File: config.mk
export PLATFORM = sky130hd
export DESIGN_NAME = pipeline_hazard_controller
export DESIGN_NICKNAME = d
export VERILOG_FILES = /design/src/rtl/pipeline_ctrl_pkg.sv /design/src/rtl/hazard_perf_counter.sv /design/src/rtl/pipeline_hazard_controller.sv
export SDC_FILE = /design/constraint.sdc
export NUM_CORES = 1
export LEC_CHECK = 0
export CORE_ASPECT_RATIO = 0.8
export CORE_MARGIN = 2
export CORE_UTILIZATION = 63
export DETAILED_ROUTE_END_ITERATION = 6
export DONT_BUFFER_PORTS = 1
export PLACE_DENSITY_LB_ADDON = 0.1
export SETUP_SLACK_MARGIN = 0.15
export SYNTH_ARGS = -nofsm -noshare
export SYNTH_HDL_FRONTEND = slang
export SYNTH_SLANG_ARGS = --single-unit
export TNS_END_PERCENT = 100
File: constraint.sdc
create_clock -name clk -period 3 [get_ports clk]
set_input_delay 0.6 -clock clk [delete_from_list [all_inputs] [get_ports clk]]
set_output_delay 0.6 -clock clk [all_outputs]
set_load 0.1 [all_outputs]
File: src/rtl/pipeline_ctrl_pkg.sv
// Shared definitions for the pipeline control path: sequencer state encoding,
// the hard-wired zero register specifier and the NOP word loaded into fd on a flush.
package pipeline_ctrl_pkg;

  typedef enum logic {
    RUN   = 1'b0,
    FLUSH = 1'b1
  } hazard_state_e;

  localparam int unsigned REG_W_DEFAULT = 5;
  localparam logic [REG_W_DEFAULT-1:0] REG_ZERO = '0;

  localparam logic [31:0] NOP_INSTR = 32'h0000_0000;

  localparam int unsigned REM_W = 3;

endpackage : pipeline_ctrl_pkg

File: src/rtl/hazard_perf_counter.sv
// Free-running event counter for pipeline debug statistics; wraps modulo 2^CNT_W.
module hazard_perf_counter #(
  parameter int unsigned CNT_W = 32
) (
  input  logic             clk,
  input  logic             rst,
  input  logic             inc,
  output logic [CNT_W-1:0] count
);

  logic [CNT_W-1:0] count_q;
  logic [CNT_W-1:0] count_d;

  always_comb begin
    count_d = count_q;
    if (inc) count_d = count_q + CNT_W'(1);
  end

  // NOTE: state registers use non-blocking assignments so every flop samples
  // pre-edge values; reset is synchronous, so it sits inside the clocked branch.
  always_ff @(posedge clk) begin
    if (rst) count_q <= '0;
    else     count_q <= count_d;
  end

  assign count = count_q;

endmodule : hazard_perf_counter

File: src/rtl/pipeline_hazard_controller.sv
// Stall/flush sequencer for the 5-stage pipeline: resolves load-use, taken-branch
// and data-memory-wait hazards and counts stall cycles and flush events.
module pipeline_hazard_controller
  import pipeline_ctrl_pkg::*;
#(
  parameter int unsigned FLUSH_CYCLES = 1,
  parameter int unsigned REG_W        = 5,
  parameter int unsigned CNT_W        = 32
) (
  input  logic             clk,
  input  logic             rst,
  input  logic [REG_W-1:0] fd_rs,
  input  logic [REG_W-1:0] fd_rt,
  input  logic             fd_uses_rt,
  input  logic             de_mem_read,
  input  logic [REG_W-1:0] de_rt,
  input  logic             ex_branch_taken,
  input  logic             mem_busy,
  output logic             pc_write,
  output logic             fd_write,
  output logic             de_write,
  output logic             fd_flush,
  output logic             de_flush,
  output logic [CNT_W-1:0] stall_count,
  output logic [CNT_W-1:0] flush_count
);

  localparam logic [REM_W-1:0] REM_INIT = REM_W'(FLUSH_CYCLES - 1);
  localparam logic [REG_W-1:0] ZERO_REG = REG_W'(REG_ZERO);

  hazard_state_e    state_q, state_d;
  logic [REM_W-1:0] rem_q, rem_d;

  logic load_use;
  logic stall_inc;
  logic flush_inc;

  // Register 0 is hard-wired, so a load targeting it never creates a dependency.
  assign load_use = de_mem_read && (de_rt != ZERO_REG) &&
                    ((de_rt == fd_rs) || (fd_uses_rt && (de_rt == fd_rt)));

  // NOTE: every signal driven here gets a default first, so no path leaves it
  // unassigned and no latch is inferred.
  always_comb begin
    state_d   = state_q;
    rem_d     = rem_q;
    pc_write  = 1'b1;
    fd_write  = 1'b1;
    de_write  = 1'b1;
    fd_flush  = 1'b0;
    de_flush  = 1'b0;
    flush_inc = 1'b0;

    if (rst) begin
      state_d  = RUN;
      rem_d    = '0;
      pc_write = 1'b0;
      fd_write = 1'b0;
      de_write = 1'b0;
      fd_flush = 1'b1;
      de_flush = 1'b1;
    end else if (mem_busy) begin
      // Frozen pipeline keeps presenting any branch/load-use until the wait ends.
      pc_write = 1'b0;
      fd_write = 1'b0;
      de_write = 1'b0;
    end else begin
      unique case (state_q)
        RUN: begin
          if (ex_branch_taken) begin
            fd_flush  = 1'b1;
            de_flush  = 1'b1;
            flush_inc = 1'b1;
            if (FLUSH_CYCLES > 1) begin
              state_d = FLUSH;
              rem_d   = REM_INIT;
            end
          end else if (load_use) begin
            pc_write = 1'b0;
            fd_write = 1'b0;
            de_flush = 1'b1;
          end
        end
        FLUSH: begin
          fd_flush = 1'b1;
          rem_d    = rem_q - REM_W'(1);
          if (rem_q <= REM_W'(1)) state_d = RUN;
        end
        default: state_d = RUN;
      endcase
    end
  end

  assign stall_inc = !rst && !pc_write;

  always_ff @(posedge clk) begin
    if (rst) begin
      state_q <= RUN;
      rem_q   <= '0;
    end else begin
      state_q <= state_d;
      rem_q   <= rem_d;
    end
  end

  hazard_perf_counter #(.CNT_W(CNT_W)) u_stall_counter (
    .clk   (clk),
    .rst   (rst),
    .inc   (stall_inc),
    .count (stall_count)
  );

  hazard_perf_counter #(.CNT_W(CNT_W)) u_flush_counter (
    .clk   (clk),
    .rst   (rst),
    .inc   (flush_inc),
    .count (flush_count)
  );

endmodule : pipeline_hazard_controller

==> results of run 1 <==
power by group through the flow:
stage / combinational (W) / clock [W] / sequential [W]
final: 0.000131 / 0.000809 / 0.000911
after global routing: 0.000139 / 0.000864 / 0.000911
after global placement: 0.000129 / 0 / 0.000931
after floorplan: 0.0000934 / 0 / 0.000968
after detailed placement: 0.000131 / 0 / 0.000932
after CTS: 0.000132 / 0.000823 / 0.000911
synth_stat cells (2+ instances only):
master | number | area (µm²)
dfxtp_1 | 68 | 1360
nor2_1 | 44 | 165
mux2_2 | 2 | 22.5
and4_1 | 8 | 70.1
xor2_1 | 28 | 245
nor4_1 | 2 | 12.5
a21oi_1 | 32 | 160
nor3b_2 | 2 | 25.0
nand3_1 | 24 | 120
and2_1 | 4 | 25.0
ha_1 | 3 | 37.5
mux2i_1 | 2 | 20.0
or4_1 | 5 | 37.5
clkbuf_1 | 17 | 63.8
nand2_1 | 24 | 90.1
nand4_1 | 17 | 106
nor2b_1 | 4 | 25.0
or3_1 | 28 | 175
xnor2_1 | 12 | 105
o21ai_0 | 29 | 145
nor3_1 | 7 | 35.0
o31ai_1 | 4 | 30.0
inv_1 | 6 | 22.5
and3_1 | 18 | 113
per-layer routing:
layer  share of wire  vias up  track usage
li1                -     1554            -
met1            0.43     1450        0.334
met2            0.49      102        0.469
met3           0.069        8        0.107
met4           0.011        0       0.0992
met5               0        -            0
how the worst min path moves through the flow:
stage          cells after the start                       end  slack (ps)
2_1_floorplan                      2                  rem_q[2]         480
3_3_place_gp                       2                  rem_q[1]         500
3_5_place_dp                       2                  rem_q[2]         520
4_1_cts                            1  u_flush_counter.count[5]         310
5_1_grt                            1                  rem_q[2]         300
6_report                           1                  rem_q[2]         330
cell type report:
type                       count  area, µm²
tap                           62       77.6
clock inverter                 3       42.5
multi-input combinational    308       1860
fill                         362        972
sequential                    68       1360
inverter                       6       22.5
clock buffer                  13        179
timing repair buffer          68        523
worst max-delay path, cell delays in order:
cell and delay [ps]:
xor2_1 140, nor4_1 300, a32oi_1 170, nor2_1 250, o21ai_0 120, nand2b_1 80, buf_4 280
metrics by stage:
step / cell area, µm² / util / cells
after CTS: 4060 / 0.807 / 528
final: 4060 / 0.807 / 528
after floorplan: 3370 / - / 403
after global placement: 3840 / 0.763 / 512
after detailed placement: 3840 / 0.763 / 512
after global routing: 4060 / 0.807 / 528
state kept, by name, indices dropped and copies added (netlist names):
name and cells:
u_stall_counter.count 32, rem_q 3, u_flush_counter.count 32, state_q 1
layout by cell type (no fill, tap or decap), types with 2 or more instances in the layout:
| master | count |
|---|---|
| nor4_1 | 2 |
| nor2b_1 | 4 |
| nor3b_2 | 2 |
| dfxtp_1 | 68 |
| and2_1 | 4 |
| and4_1 | 8 |
| xor2_1 | 28 |
| xnor2_1 | 12 |
| mux2_2 | 2 |
| nand2_1 | 24 |
| a21oi_1 | 32 |
| o21ai_0 | 29 |
| and3_1 | 18 |
| or4_1 | 5 |
| nand3_1 | 24 |
| clkbuf_8 | 13 |
| ha_1 | 3 |
| inv_1 | 6 |
| nand4_1 | 17 |
| or3_1 | 28 |
| o31ai_1 | 4 |
| nor2_1 | 43 |
| mux2i_1 | 2 |
| nor3_1 | 7 |
| buf_4 | 67 |
cells by family after synthesis:
group	share of synthesized area
fa+ha+maj	0.0113
flops	0.411
mux	0.0128
compound gates	0.116
xor+xnor	0.106
buf+inv	0.0344
simple gates	0.309
==> results.cfg, run 1 <==
[critical_path]
regToRegStartpoint = u_flush_counter.count[11]
crit_start = de_rt[3]
reg2reg_slack_ps = 830
worstPathMaxFanout = 3
crit_end = de_flush
setup.worst_path.class = in -> out
crit_required_ps = 2400
arrival_ps = 1940
critPathCaptureType = output port
r2r-end = u_flush_counter.count[24]
critPathLaunchType = input port
reg2reg_depth = 7

[hold_path]
worstHoldPathType = in -> reg
hp-start = rst

[synthesis]
seq_area_frac_synth = 0.411
synth-async-reset-ratio = 0
synth-warning-count = 0
synth_area_um2 = 3310
yosysUniqueCellTypes = 37
synth_nets = 427
synthCells = 403
synth_edf_count = 0
ys_ff_latch = 68
avgSynthCellArea_um2 = 8.22
synth_ff_type = dfxtp_1

[finish]
diodes = 0
area_growth_syn_to_layout_pct = 22.8
nets = 485
layout-drive-gt1-share = 0.195

[floorplan]
start_util = 0.657
core-area_um2 = 5040
die-area_um2 = 5850
io_pins = 90
placementRows = 23
die_w_um = 85.1
die_y_um = 68.8

[timing]
tightest_slew_ps = 1030
rsz0062_at_grt = no
setup-tns-final_ps = 0
post-route-period-util = 0.845
clock.fmax_mhz = 394
hold_viol_final = 0
setup_viol = 0
finalMaxSlewViolations = 0
hold_slack_ps = 330
fin_worst_skew_ps = 5.66
period_needed_ps = 2540
setup_ws_ps = 464
relSlewSlack = 0.314

[grt]
grt_start_max_net_pins = 75
grt_overflow = 0
antenna_found_initial = 0
grt_pass1_vias = 2842
grt_pass1_wl_mm = 12.8
track_usage = 0.280

[clocking]
clkSinkCount = 68
cts_buffers = 9
cts_setup_buffers = 0
clock_latency_ps = 340
path_clk_slew_ps = 70
postCtsHoldBufs = 0
cts_tree = built
cts_max_path_buffers = 2
cts_max_level = 3
cts_resized = 0
cts_root_buf = clkbuf_8

[power_and_ir_drop]
finalPower_w = 0.00185
vdd_drop_max_v = 0.000415
pwr-share-clk = 0.437
p_comb_frac = 0.071
p_int_w = 0.00141
leakagePower_nw = 1.56
netSwitchingFraction = 0.236
powerDensity_nw_per_um2 = 456
seq_power_share = 0.492
p_sw_w = 0.000437

[place]
post-dp-hpwl_mm = 5.45
preCtsSetupSlack_ps = 349
gp_congestion = 0.799
io_buffer_count = 0

[drt]
routedWlPerCell_um = 15.1
drt_iter0_markers = 200
num_vias = 3114
dr.pass1.iters = 4
drtAntennaViolNets = 0
remaining_drc_errors = 0
wirelength_mm = 7.96
via_per_inst = 5.90

[run]
maxCapViolations = 0

[outcome]
status = finished, final reports clean
No activity file was read; power rests on OpenSTA's default activity.
==> run 2, diff against run 1 <==
==> constraint.sdc (replaced) <==
create_clock -name clk -period 2.4 [get_ports clk]
set_input_delay 0.48 -clock clk [delete_from_list [all_inputs] [get_ports clk]]
set_output_delay 0.48 -clock clk [all_outputs]
set_load 0.1 [all_outputs]
==> results.cfg, run 2 (synthesis results as in run 1) <==
[drt]
via_per_inst = 5.96
drtAntennaViolNets = 0
num_vias = 3203
wirelength_mm = 8.10
routedWlPerCell_um = 15.1
remaining_drc_errors = 0
dr.pass1.iters = 5
drt_iter0_markers = 210

[critical_path]
crit_slowest_cell = or4_1
cp_cell_sequence = or4_1 -> o21ai_2 -> nor2_2 -> o21ai_1 -> nand2b_4
cpPeakStageDelay_ps = 530
crit_required_ps = 1920
path_buf_inv = 0
arrival_ps = 1710
critPathLaunchType = input port
setup.worst_path.class = in -> out
worstPathMaxFanout = 3
critPathCaptureType = output port
crit_family = simple AND/OR/NAND/NOR gates
reg2reg_depth = 6
cp_num_cells = 5

[place]
post_dp_cell_area_um2 = 4040
io_buffer_count = 0
preCtsSetupSlack_ps = -59.3
placedCellCount = 521
post-dp-hpwl_mm = 5.73
gp_congestion = 0.854

[outcome]
status = finished, final reports clean

[floorplan]
placementRows = 23
io_pins = 90
core-area_um2 = 5040
die-area_um2 = 5850
start_util = 0.657
die_w_um = 85.1
die_y_um = 68.8

[clocking]
cts_max_path_buffers = 2
cts_resized = 0
cts_tree = built
postCtsHoldBufs = 0
cts_buffers = 9
clkSinkCount = 68
cts_root_buf = clkbuf_8
path_clk_slew_ps = 80
cts_max_level = 3
cts_setup_buffers = 0
clock_latency_ps = 360

[hold_path]
worstHoldPathType = in -> reg
worstHoldPathCells = 1

[finish]
final_common_cell = buf_4
final_cells = 537
layout_common_cells = buf_4, nor2_1, a21oi_1
regArea_um2 = 1430
fillers = 319
layout-drive-gt1-share = 0.303
multi_input_area_um2 = 1900
area_growth_syn_to_layout_pct = 28.8
final_util = 0.846
fin_area_um2 = 4260
nets = 494
diodes = 0

[grt]
grt_overflow = 0
grt_pass1_vias = 2931
track_usage = 0.278
grt_start_max_net_pins = 75
antenna_found_initial = 0
grt_pass1_wl_mm = 12.9

[timing]
rsz0062_at_grt = no
setup-tns-final_ps = 0
relSlewSlack = 0.651
fin_worst_skew_ps = 10.0
period_needed_ps = 2190
setup_viol = 0
hold_viol_final = 0
clock.fmax_mhz = 456
setup_ws_ps = 208
post-route-period-util = 0.914
finalMaxSlewViolations = 0
tightest_slew_ps = 521

[power_and_ir_drop]
vdd_drop_max_v = 0.000651
leakagePower_nw = 1.65
powerDensity_nw_per_um2 = 540

[run]
maxCapViolations = 0
## run 2: cell count changes in the layout (fill, tap and decap cells not counted), sizes merged
cell      before  now
clkinv         1    3
inv            6    7
buf           68   77
clkbuf        13   11
clkinvlp       1    0
## run 2: worst paths after layout
check,startpoint,endpoint,slack (ps)
setup reg to reg,u_stall_counter.count[2],u_stall_counter.count[22],420
hold / removal,rst,u_flush_counter.count[2],180
setup / recovery,de_rt[1],de_flush,210
hold reg to reg,u_stall_counter.count[18],u_stall_counter.count[18],490
## run 2: layout make-up
cell class,instances,area share
Multi-Input combinational cell,308,0.445
Clock buffer,11,0.0355
Clock inverter,5,0.0138
Timing Repair Buffer,77,0.147
Inverter,6,0.00528
Sequential cell,68,0.335
Tap cell,62,0.0182
## run 2: layer usage
layer  share of wire  GRT usage
met4           0.012     0.0893
met1            0.43      0.347
met5               0          0
met2            0.48      0.452
met3           0.077      0.104
## run 2: worst register-to-register path: stages, from the launching register on
cell and delay (ps):
dfxtp_2 330, buf_4 310, and3_1 230, and3_1 410
nand3_1 160, or3_1 340, a21oi_1 140
## run 2: per-stage QoR
| stage | total power (W) | hold WS, ps |
|---|---|---|
| detailed placement | 0.00134 | 485 |
| CTS | 0.00230 | 175 |
| finish | 0.00230 | 181 |
| global placement | 0.00133 | 472 |
| global route | 0.00237 | 173 |
| floorplan | 0.00132 | 481 |
## run 2: where the power goes
| part | switching [W] | leakage (nW) | internal, W |
|---|---|---|---|
| clock network | 0.000452 | 0.110 | 0.000539 |
| registers | 0.00000585 | 0.570 | 0.00113 |
| logic | 0.000127 | 0.970 | 0.0000556 |
| total | 0.000585 | 1.65 | 0.00172 |
==> run 3, diff against run 2 <==
==> constraint.sdc (replaced) <==
create_clock -name clk -period 2.4 [get_ports clk]
set_input_delay 0.72 -clock clk [delete_from_list [all_inputs] [get_ports clk]]
set_output_delay 0.72 -clock clk [all_outputs]
set_load 0.1 [all_outputs]
==> results.cfg, run 3 (synthesis results as in run 1) <==
[timing]
period_needed_ps = 2700
tightest_slew_ps = 467
setup_ws_ps = -298
post-route-period-util = 1.12
hold_viol_final = 0
hold_slack_ps = 424
clock.fmax_mhz = 371
rsz0062_at_grt = yes
finalMaxSlewViolations = 0
fin_worst_skew_ps = 10.5
relSlewSlack = 0.689
setup_viol = 33

[power_and_ir_drop]
leakagePower_nw = 1.82
vdd_drop_max_v = 0.000540
powerDensity_nw_per_um2 = 550
finalPower_w = 0.00258

[finish]
fillers = 182
final_cells = 547
fin_area_um2 = 4690
diodes = 0
layout_common_cells = buf_4, nor2_1, dfxtp_2
nets = 504
layout-drive-gt1-share = 0.414
area_growth_syn_to_layout_pct = 41.8
final_common_cell = buf_4
final_util = 0.932

[floorplan]
start_util = 0.657
die_y_um = 68.8
die-area_um2 = 5850
placementRows = 23
io_pins = 90
die_w_um = 85.1
core-area_um2 = 5040

[clocking]
clkSinkCount = 68
cts_tree = built
clock_latency_ps = 360
path_clk_slew_ps = 80
cts_buffers = 9
cts_max_path_buffers = 2
cts_root_buf = clkbuf_8
cts_max_level = 3

[grt]
antenna_found_initial = 0
grt_pass1_vias = 3412
track_usage = 0.359
grt_overflow = 0
grt_start_max_net_pins = 75
grt_pass1_wl_mm = 16.3

[critical_path]
critPathCaptureType = output port
reg2reg_depth = 6
crit_slowest_cell = or4_4
arrival_ps = 1980
setup.worst_path.class = in -> out
crit_required_ps = 1680
cp_cell_sequence = or4_4 -> o21ai_4 -> nor2_4 -> a21boi_4 -> buf_12
cpPeakStageDelay_ps = 530
worstPathMaxFanout = 3
critPathLaunchType = input port

[place]
post-dp-hpwl_mm = 6.20
gp_congestion = 0.859
post_dp_cell_area_um2 = 4050
io_buffer_count = 0
placedCellCount = 524

[drt]
met2_length_mm = 6.13
route.met3.wl_mm = 1.34
top_layer = met4
wirelength_mm = 12.7
wl_met1_mm = 4.49
drtAntennaViolNets = 0
dr.pass1.iters = 7
via_per_inst = 7.01
routedWlPerCell_um = 23.1
drt_iter0_markers = 554
num_vias = 3833
remaining_drc_errors = 10

[hold_path]
worstHoldPathType = in -> reg
worstHoldPathCells = 1

[run]
maxCapViolations = 0

[outcome]
status = finished, violations left
violations = design-rule violations, negative setup slack
[run 3: cell count changes in the layout (fill, tap and decap cells not counted), sizes merged]
cell    before  now
buf         77   85
bufbuf       0    1
bufinv       1    2
clkbuf      11   12
clkinv       3    1
o41a         1    2
[run 3: final timing paths]
path | slack (ps) | from | to
max reg2reg | 290 | u_stall_counter.count[6] | u_stall_counter.count[29]
min reg2reg | 540 | u_flush_counter.count[31] | u_flush_counter.count[31]
min | 420 | rst | u_stall_counter.count[15]
max | -300 | de_rt[1] | pc_write
[run 3: critical path: cells and delay by family]
family | cells | cell delay (ps)
AO/OA/AOI/OAI | 2 | 370
buffers and inverters | 1 | 270
AND/OR/NAND/NOR | 2 | 610
[run 3: per-stage QoR]
step / setup slack, ps / setup TNS (ps)
5_1_grt: -318 / -4730
4_1_cts: -260 / -734
6_report: -298 / -4040
2_1_floorplan: -692 / -2320
3_3_place_gp: -245 / -6760
3_5_place_dp: -376 / -10590
[run 3: routing by layer]
layer / vias up / track usage
li1: 1598 / -
met1: 1801 / 0.402
met2: 337 / 0.642
met3: 97 / 0.130
met4: 0 / 0.133
met5: - / 0
[run 3: area by class of cell]
| class | count | area [µm²] | share of cell area |
|---|---|---|---|
| repair buffers | 86 | 741 | 0.158 |
| multi-input cells | 309 | 2180 | 0.464 |
| inverters | 6 | 22.5 | 0.00480 |
| clock inverters | 4 | 73.8 | 0.0157 |
| well taps | 62 | 77.6 | 0.0165 |
| flip-flops and latches | 68 | 1410 | 0.301 |
| clock buffers | 12 | 188 | 0.0400 |
[run 3: power by group]
group / switching [W] / leakage [nW] / internal, W / total [W]
Clock: 0.000468 / 0.133 / 0.000742 / 0.00121
Combinational: 0.000152 / 1.12 / 0.0000795 / 0.000232
Sequential: 0.00000720 / 0.567 / 0.00113 / 0.00114
Total: 0.000628 / 1.82 / 0.00195 / 0.00258
[run 3: repair_timing]
item                                    CTS  global route
endpoints found under the setup margin   32            36
hold buffers                              0             0
buffers inserted                          3             1
gates cloned                              3             0
pin swaps                                 5             3
resized for setup                        33            39
